[config.mk]
export PLATFORM = sky130hd
export DESIGN_NAME = serial_tx_arbiter_flat
export DESIGN_NICKNAME = d
export VERILOG_FILES = /design/src/rtl/serial_tx_arbiter_if.sv /design/src/rtl/serial_tx_arbiter.sv /design/src/flat_wrapper.sv
export SDC_FILE = /design/constraint.sdc
export NUM_CORES = 1
export LEC_CHECK = 0
export CAP_MARGIN = 20
export CORE_ASPECT_RATIO = 0.75
export CORE_UTILIZATION = 35
export DETAILED_ROUTE_END_ITERATION = 12
export PLACE_DENSITY = 0.71
export SYNTH_ARGS = -nofsm -noshare
export SYNTH_HDL_FRONTEND = slang
export SYNTH_SLANG_ARGS = --single-unit
[constraint.sdc]
create_clock -name clk -period 4.1 [get_ports clk]
set_input_delay 0.41 -clock clk [delete_from_list [all_inputs] [get_ports clk]]
set_output_delay 0.41 -clock clk [all_outputs]
set_load 0.02 [all_outputs]
[src/rtl/serial_tx_arbiter_if.sv]
`default_nettype none
// ============================================================================
// Module   : serial_tx_arbiter_if
// Brief    : Requester/serial-line bundle between producers, arbiter and sink.
// Revision : 1.0
// ============================================================================
interface serial_tx_arbiter_if #(
    parameter int WIDTH = 4
);
    logic             req0_valid;
    logic [WIDTH-1:0] req0_data;
    logic             req0_ready;
    logic             req1_valid;
    logic [WIDTH-1:0] req1_data;
    logic             req1_ready;
    logic             tx_en;
    logic             sout;
    logic             sout_valid;
    logic             sout_first;
    logic             sout_last;
    logic             sout_src;
    logic             busy;

    modport master (
        output req0_valid, req0_data, req1_valid, req1_data, tx_en,
        input  req0_ready, req1_ready, sout, sout_valid, sout_first,
               sout_last, sout_src, busy
    );

    modport slave (
        input  req0_valid, req0_data, req1_valid, req1_data, tx_en,
        output req0_ready, req1_ready, sout, sout_valid, sout_first,
               sout_last, sout_src, busy
    );
endinterface
`default_nettype wire

[src/rtl/serial_tx_arbiter.sv]
`default_nettype none
// ============================================================================
// Module   : serial_tx_arbiter
// Brief    : Round-robin two-source word arbiter feeding an MSB-first shifter.
// Revision : 1.0
// ============================================================================
module serial_tx_arbiter #(
    parameter int WIDTH = 4,
    parameter int GAP   = 1
) (
    input  wire              clk,
    input  wire              rst_n,
    serial_tx_arbiter_if.slave bus
);

    localparam int               c_CW       = (WIDTH > 1) ? $clog2(WIDTH) : 1;
    localparam logic [c_CW-1:0]  c_CNT_TOP  = c_CW'(WIDTH - 1);
    localparam logic [3:0]       c_GAP_TOP  = 4'((GAP > 0) ? (GAP - 1) : 0);

    localparam logic [1:0] c_ST_IDLE  = 2'd0;
    localparam logic [1:0] c_ST_SHIFT = 2'd1;
    localparam logic [1:0] c_ST_GAP   = 2'd2;

    logic [1:0]       r_state;
    logic [WIDTH-1:0] r_shreg;
    logic [c_CW-1:0]  r_cnt;
    logic [3:0]       r_gap_cnt;
    logic             r_last_served;
    logic             r_src;

    logic w_idle;
    logic w_shift;
    logic w_rdy0;
    logic w_rdy1;

    assign w_idle  = (r_state == c_ST_IDLE);
    assign w_shift = (r_state == c_ST_SHIFT);

    // A tie goes to whichever requester was not served last; ready is held
    // low while rst_n is asserted so every output reads 0 during reset.
    assign w_rdy0 = rst_n & w_idle & bus.req0_valid & (~bus.req1_valid |  r_last_served);
    assign w_rdy1 = rst_n & w_idle & bus.req1_valid & (~bus.req0_valid | ~r_last_served);

    always_ff @(posedge clk or negedge rst_n) begin
        if (!rst_n) begin
            r_state       <= c_ST_IDLE;
            r_shreg       <= '0;
            r_cnt         <= '0;
            r_gap_cnt     <= '0;
            r_last_served <= 1'b1;
            r_src         <= 1'b0;
        end else begin
            case (r_state)
                c_ST_IDLE: begin
                    if (w_rdy0 | w_rdy1) begin
                        r_shreg       <= w_rdy1 ? bus.req1_data : bus.req0_data;
                        r_src         <= w_rdy1;
                        r_last_served <= w_rdy1;
                        r_cnt         <= c_CNT_TOP;
                        r_state       <= c_ST_SHIFT;
                    end
                end
                c_ST_SHIFT: begin
                    // A low tx_en freezes the word in place so no bit is lost.
                    if (bus.tx_en) begin
                        r_shreg <= {r_shreg[WIDTH-2:0], 1'b0};
                        r_cnt   <= r_cnt - 1'b1;
                        if (r_cnt == '0) begin
                            if (GAP > 0) begin
                                r_state   <= c_ST_GAP;
                                r_gap_cnt <= c_GAP_TOP;
                            end else begin
                                r_state   <= c_ST_IDLE;
                            end
                        end
                    end
                end
                c_ST_GAP: begin
                    if (r_gap_cnt == '0) begin
                        r_state <= c_ST_IDLE;
                    end else begin
                        r_gap_cnt <= r_gap_cnt - 1'b1;
                    end
                end
                default: begin
                    r_state <= c_ST_IDLE;
                end
            endcase
        end
    end

    assign bus.req0_ready = w_rdy0;
    assign bus.req1_ready = w_rdy1;
    assign bus.sout       = w_shift & r_shreg[WIDTH-1];
    assign bus.sout_valid = w_shift & bus.tx_en;
    assign bus.sout_first = w_shift & bus.tx_en & (r_cnt == c_CNT_TOP);
    assign bus.sout_last  = w_shift & bus.tx_en & (r_cnt == '0);
    assign bus.sout_src   = r_src;
    assign bus.busy       = ~w_idle;

endmodule
`default_nettype wire

[src/flat_wrapper.sv]
// flat-port wrapper written by rule: the top's interface ports become plain ports
module serial_tx_arbiter_flat 
#(
    parameter int WIDTH = 4,
    parameter int GAP   = 1
)
  (clk, rst_n, bus_req0_valid, bus_req0_data, bus_req1_valid, bus_req1_data, bus_tx_en, bus_req0_ready, bus_req1_ready, bus_sout, bus_sout_valid, bus_sout_first, bus_sout_last, bus_sout_src, bus_busy);
  serial_tx_arbiter_if #(.WIDTH(WIDTH)) bus_i ();
  input  wire clk;
  input  wire rst_n;
  input wire logic [$bits(bus_i.req0_valid)-1:0] bus_req0_valid;
  input wire logic [$bits(bus_i.req0_data)-1:0] bus_req0_data;
  input wire logic [$bits(bus_i.req1_valid)-1:0] bus_req1_valid;
  input wire logic [$bits(bus_i.req1_data)-1:0] bus_req1_data;
  input wire logic [$bits(bus_i.tx_en)-1:0] bus_tx_en;
  output wire logic [$bits(bus_i.req0_ready)-1:0] bus_req0_ready;
  output wire logic [$bits(bus_i.req1_ready)-1:0] bus_req1_ready;
  output wire logic [$bits(bus_i.sout)-1:0] bus_sout;
  output wire logic [$bits(bus_i.sout_valid)-1:0] bus_sout_valid;
  output wire logic [$bits(bus_i.sout_first)-1:0] bus_sout_first;
  output wire logic [$bits(bus_i.sout_last)-1:0] bus_sout_last;
  output wire logic [$bits(bus_i.sout_src)-1:0] bus_sout_src;
  output wire logic [$bits(bus_i.busy)-1:0] bus_busy;
  assign bus_i.req0_valid = bus_req0_valid;
  assign bus_i.req0_data = bus_req0_data;
  assign bus_i.req1_valid = bus_req1_valid;
  assign bus_i.req1_data = bus_req1_data;
  assign bus_i.tx_en = bus_tx_en;
  assign bus_req0_ready = bus_i.req0_ready;
  assign bus_req1_ready = bus_i.req1_ready;
  assign bus_sout = bus_i.sout;
  assign bus_sout_valid = bus_i.sout_valid;
  assign bus_sout_first = bus_i.sout_first;
  assign bus_sout_last = bus_i.sout_last;
  assign bus_sout_src = bus_i.sout_src;
  assign bus_busy = bus_i.busy;
  serial_tx_arbiter #(.WIDTH(WIDTH), .GAP(GAP)) u_core (.clk(clk), .rst_n(rst_n), .bus(bus_i));
endmodule
# After elaboration in Yosys (flattened, before gate mapping)
# Index checks and enable logic that the tools add are counted.
# classes
n_addsub	2
eq_ne	8
mux	16
bitwise	16
reduce_logical	9
# op_table
op	n
two-way mux 4 bit	6
case mux 4 bit (2 select lines)	2
two-way mux 2 bit	6
AND 1 bit	9
!= test 2 bit, second input constant	4
AND reduction 4 bit	2
case mux 2 bit (3 select lines)	1
== test 2 bit, second input constant	2
logical NOT 2 bit	2
logical NOT 4 bit	1
inverter 1 bit	4
case mux 2 bit (2 select lines)	1
nonzero test 2 bit	2
subtractor 4 x 1 -> 4 bit, second input constant	1
bitwise OR 1 bit	3
AND reduction 3 bit	1
== test 2 x 1 -> 1 bit, second input constant	1
!= test 2 x 1 -> 1 bit, second input constant	1
AND reduction 2 bit	1
subtractor 2 x 1 -> 2 bit, second input constant	1
# word_totals
ff_bits	14
inputBits	13
out_inout_bits	8
word_cells	57

# Depth between registers and ports, before layout
# depth
depth_word	7
mapped_depth	6
mapped_depth_nobuf	6

# Least setup slack after synthesis
# Ideal clock, no wire load.
# synth_timing
path_kind	register to output
from	register u_core.r_state[1]
to	output port bus_sout_first
t_arrival_ps	1111
required_ps	3690
path_slack_ps	2579
stages_incl_launch_ff	5
n_path_buf	0
cell_sequence	dfrtp_1 > nor2b_2 > nand2_4 > inv_4 > and2_1
# synth_between
elab_chain_cells	3
# synth_rtl
element	line_no	rtl
start: declaration	serial_tx_arbiter.sv:24	logic [1:0] r_state;
start signal: assignment	serial_tx_arbiter.sv:46	r_state <= c_ST_IDLE;
start signal: assignment	serial_tx_arbiter.sv:60	r_state <= c_ST_SHIFT;
start signal: assignment	serial_tx_arbiter.sv:70	r_state <= c_ST_GAP;
== test 2 x 1 -> 1 bit	serial_tx_arbiter.sv:37	assign w_shift = (r_state == c_ST_SHIFT);
AND 1 bit	--	
named net bus_sout_valid	flat_wrapper.sv:19	output wire logic [$bits(bus_i.sout_valid)-1:0] bus_sout_valid;
AND 1 bit	serial_tx_arbiter.sv:96	assign bus.sout_first = w_shift & bus.tx_en & (r_cnt == c_CNT_TOP);
end: declaration	flat_wrapper.sv:20	output wire logic [$bits(bus_i.sout_first)-1:0] bus_sout_first;
# The timed path passes the listed nets, and every way through them passes these cells.

# Worst setup path in the final report
# layout_timing
from	input port rst_n
to	output port bus_req1_ready
# layout_between
elab_chain_cells	3
# layout_rtl
element	line_no	rtl
start: declaration	flat_wrapper.sv:10	input wire rst_n;
AND 1 bit (3 in series)	serial_tx_arbiter.sv:42	assign w_rdy1 = rst_n & w_idle & bus.req1_valid & (~bus.req0_valid | ~r_last_served);
end: declaration	flat_wrapper.sv:17	output wire logic [$bits(bus_i.req1_ready)-1:0] bus_req1_ready;
# No other way between the ends.

==> impl_results.md <==
- Status: finished with violations
- Failing checks: design-rule violations
- Synthesized area: just under 800 um^2
- CTS tree: built
- Num ports: 21
- Fillers: 200
- Buf+Inv Stages, Crit Path: 4
- Slew Viols, Final: 0
- Share of cells above drive strength 1: 0.131
- Slew HR: 0.770
- Min cycle time layout: 2.74 ns
- Clk Latency, worst-skew pair: 0.28 ns
- Core Rows: 14
- Final Cycle Share: 0.668
- Clock Pin Slew Worst Setup and Hold Paths: 0.08 ns
- DRC viols: 2
- RePlAce Congestion: approximately 0.74
- RSZ-0062 raised after global routing: no
- Register area: roughly 350 um^2
- CP cell instances: clkdlybuf4s50_1 > buf_4 > nor3b_4 > nand3_4 > inv_2 > clkdlybuf4s50_1
- Worst-path maximum fanout: 15
- Busiest grt layer: met2
- Complex-gate fraction of the synthesized area: 0.0759
- Core Footprint: around 2100 um^2
- Slowest library cell on the worst path: clkdlybuf4s50_1
- Final setup fails: 0
- Setup bufs post-CTS: 0
- Critical path's largest stage delay: 0.60 ns
- Die Y: about 43 um
- Synth Register Bits: 14
- Largest delay share family, worst path: buffers and inverters
- Main combinational cell family by area after synthesis: simple AND/OR/NAND/NOR gates
- Synth Area in XOR/XNOR: 0.0222
- GRT overflow: 0
- Hold_buf cts: 0
- Ys flop type: dfrtp_1
- Die ar.: roughly 2500 um^2
- Pleak: slightly above 0.5 nW
- Die width: 56.9 um
- First-pass GRT wire length: 2600 um
- Worst Setup End Kind: primary output
- CTS buffer count: 3
- Synth cell types: 28
- Post-synthesis mux area share: 0.0633
- PwrDens: 662 nW/um^2
- Top achievable clock speed: about 360 MHz
- Worst Hold Class: input pin to asynchronous set/reset pin
- Starting DRT DRC Count: 23
- Final core occ: 0.510
- Worst setup path class: input pin to primary output
- NumNets Final: between 100 and 150
- Final hold vios: 0
- Synth warn: 0
- Routing usage on met2: 0.209
- Worst Clk Skew: between 0.007 and 0.008 ns
- Final wirelength: about 1400 um
- Mapped Cells: 82
- Ant. Diodes: 0
- CP arrival: around 2.3 ns
- I/O Buffers: 20
- Root Buffer: clkbuf_4
- Syn Area/Cell: ~9.6 um^2
- GRT Total Usage: 0.148
- Initial antenna violation count: 0
- Cts repair resizes: 0
- Max cap viols: 0
- Via density: just under 5
- Worst setup SP type: input pin
- Async set-reset flop share out of synthesis: 1.00
- DR pass1 iterations: 8
- Hpwl dp: approximately 1200 um
- Post-synth EDFFs: 0
- Data required time of the critical path: between 3 and 4 ns
- Met3 Track Usage GR: 0.0701
- Seq/Total Area, Yosys: 0.445
- Slew @ Worst Pin: 0.345 ns
- Largest net degree at the start of global routing: 16
- Maximum clock path buffer count: 2
- Instance area at placement: 1030 um^2
- Setup TNS after final layout: 0 ns
- Most frequent CP cell: clkdlybuf4s50_1
- Area of the multi-input gates: roughly 410 um^2
- CTS H-tree lvls: 1
- Post-route cell area: roughly 1100 um^2
- Clock sinks: 14
- Post-DRT Antenna Nets: 0
- Routed vias: roughly 640
- Synth Area in Simple Gates: 0.305
- Worst ir drop on vdd: around 230 uV
- Area delta synth->final: 33.4%
- DR WL/cell: 11.0 um
- Vias in the first global route: roughly 600
- Met1 Use GR: 0.188
- Starting Density: 0.383
- Mapped Nets: between 90 and 100
- Post-Synth Adder-Cell Area: 0.0475
final timing paths:
| path | start | end | slack [ns] | cells after the start |
|---|---|---|---|---|
| max in group asynchronous | rst_n | u_core.r_last_served | 3.43 | 2 |
| min in group clk | u_core.r_last_served | u_core.r_last_served | 0.48 | 2 |
| worst min-delay path | rst_n | u_core.r_gap_cnt[3] | 0.42 | 2 |
| worst max-delay path | rst_n | bus_req1_ready | 1.36 | 6 |
| worst min register to register | u_core.r_last_served | u_core.r_last_served | 0.48 | 2 |
| worst max register to register | u_core.r_gap_cnt[0] | u_core.r_gap_cnt[3] | 2.58 | 6 |
kinds of logic (layout without fill, tap and decap cells):
logic type	after synthesis	in the layout
buffers and inverters	8	33
AO/OA/AOI/OAI	9	9
XOR/XNOR	2	2
multiplexers	5	5
AND/OR/NAND/NOR	41	41
flip-flops	14	14
adder cells (fa/ha/maj)	3	3
final cells by class:
class | instances | area share
repair buffers | 21 | 0.197
multi-input cells | 60 | 0.386
flip-flops and latches | 14 | 0.333
clock buffers | 4 | 0.0249
inverters | 8 | 0.0308
well taps | 24 | 0.0285
state kept, by name, indices dropped and copies added (netlist names):
name and flops:
u_core.r_gap_cnt 4, u_core.r_shreg 4, u_core.r_cnt 2, u_core.r_state 2
u_core.bus.sout_src 1, u_core.r_last_served 1
cells in the final DEF (no fill, tap or decap), drive strengths merged:
cell	n
and3	1
nand4	2
nor3	1
inv	8
buf	1
and2	3
nor2b	1
dfrtp	13
nand3	6
ha	3
nand2b	1
nor2	2
mux2i	5
clkbuf	4
xor2	2
or3b	1
or2	2
or2b	3
nand2	17
a31oi	3
dfstp	1
nor3b	1
o21ai	5
a21oi	1
clkdlybuf4s50	20
cells in the mapped netlist (2+ instances only):
cell type	instances	area [um^2]
nand2_1	16	60.1
dfrtp_1	13	325
inv_1	6	22.5
mux2i_1	5	50.1
nand3_1	5	25.0
o21ai_0	4	20.0
a31oi_1	3	18.8
and2_1	3	18.8
ha_1	3	37.5
or2b_1	3	22.5
nand4_1	2	12.5
nor2_1	2	7.51
xor2_1	2	17.5
routing by layer:
layer | wire length, um | part of all wire
met1 | 741 | 0.51
met2 | 592 | 0.41
met3 | 83 | 0.058
met4 | 22 | 0.015
met5 | 0 | 0
where the power goes:
group	switching, W	internal, W	total, W
combinational	0.000186	0.000175	0.000361
sequential	0.0000493	0.000207	0.000256
clock	0.0000435	0.0000378	0.0000813
total	0.000279	0.000420	0.000699
metrics by stage:
stage / setup WS [ns] / total power, W / cells / hold WS, ns
after floorplan: 2.58 / 0.000501 / 82 / 0.114
after global placement: 1.36 / 0.000616 / 127 / 0.459
after detailed placement: 1.32 / 0.000621 / 127 / 0.462
after CTS: 1.33 / 0.000705 / 131 / 0.421
after global routing: 1.23 / 0.000763 / 131 / 0.435
final: 1.36 / 0.000699 / 131 / 0.423
No activity file was read; power rests on OpenSTA's default activity.
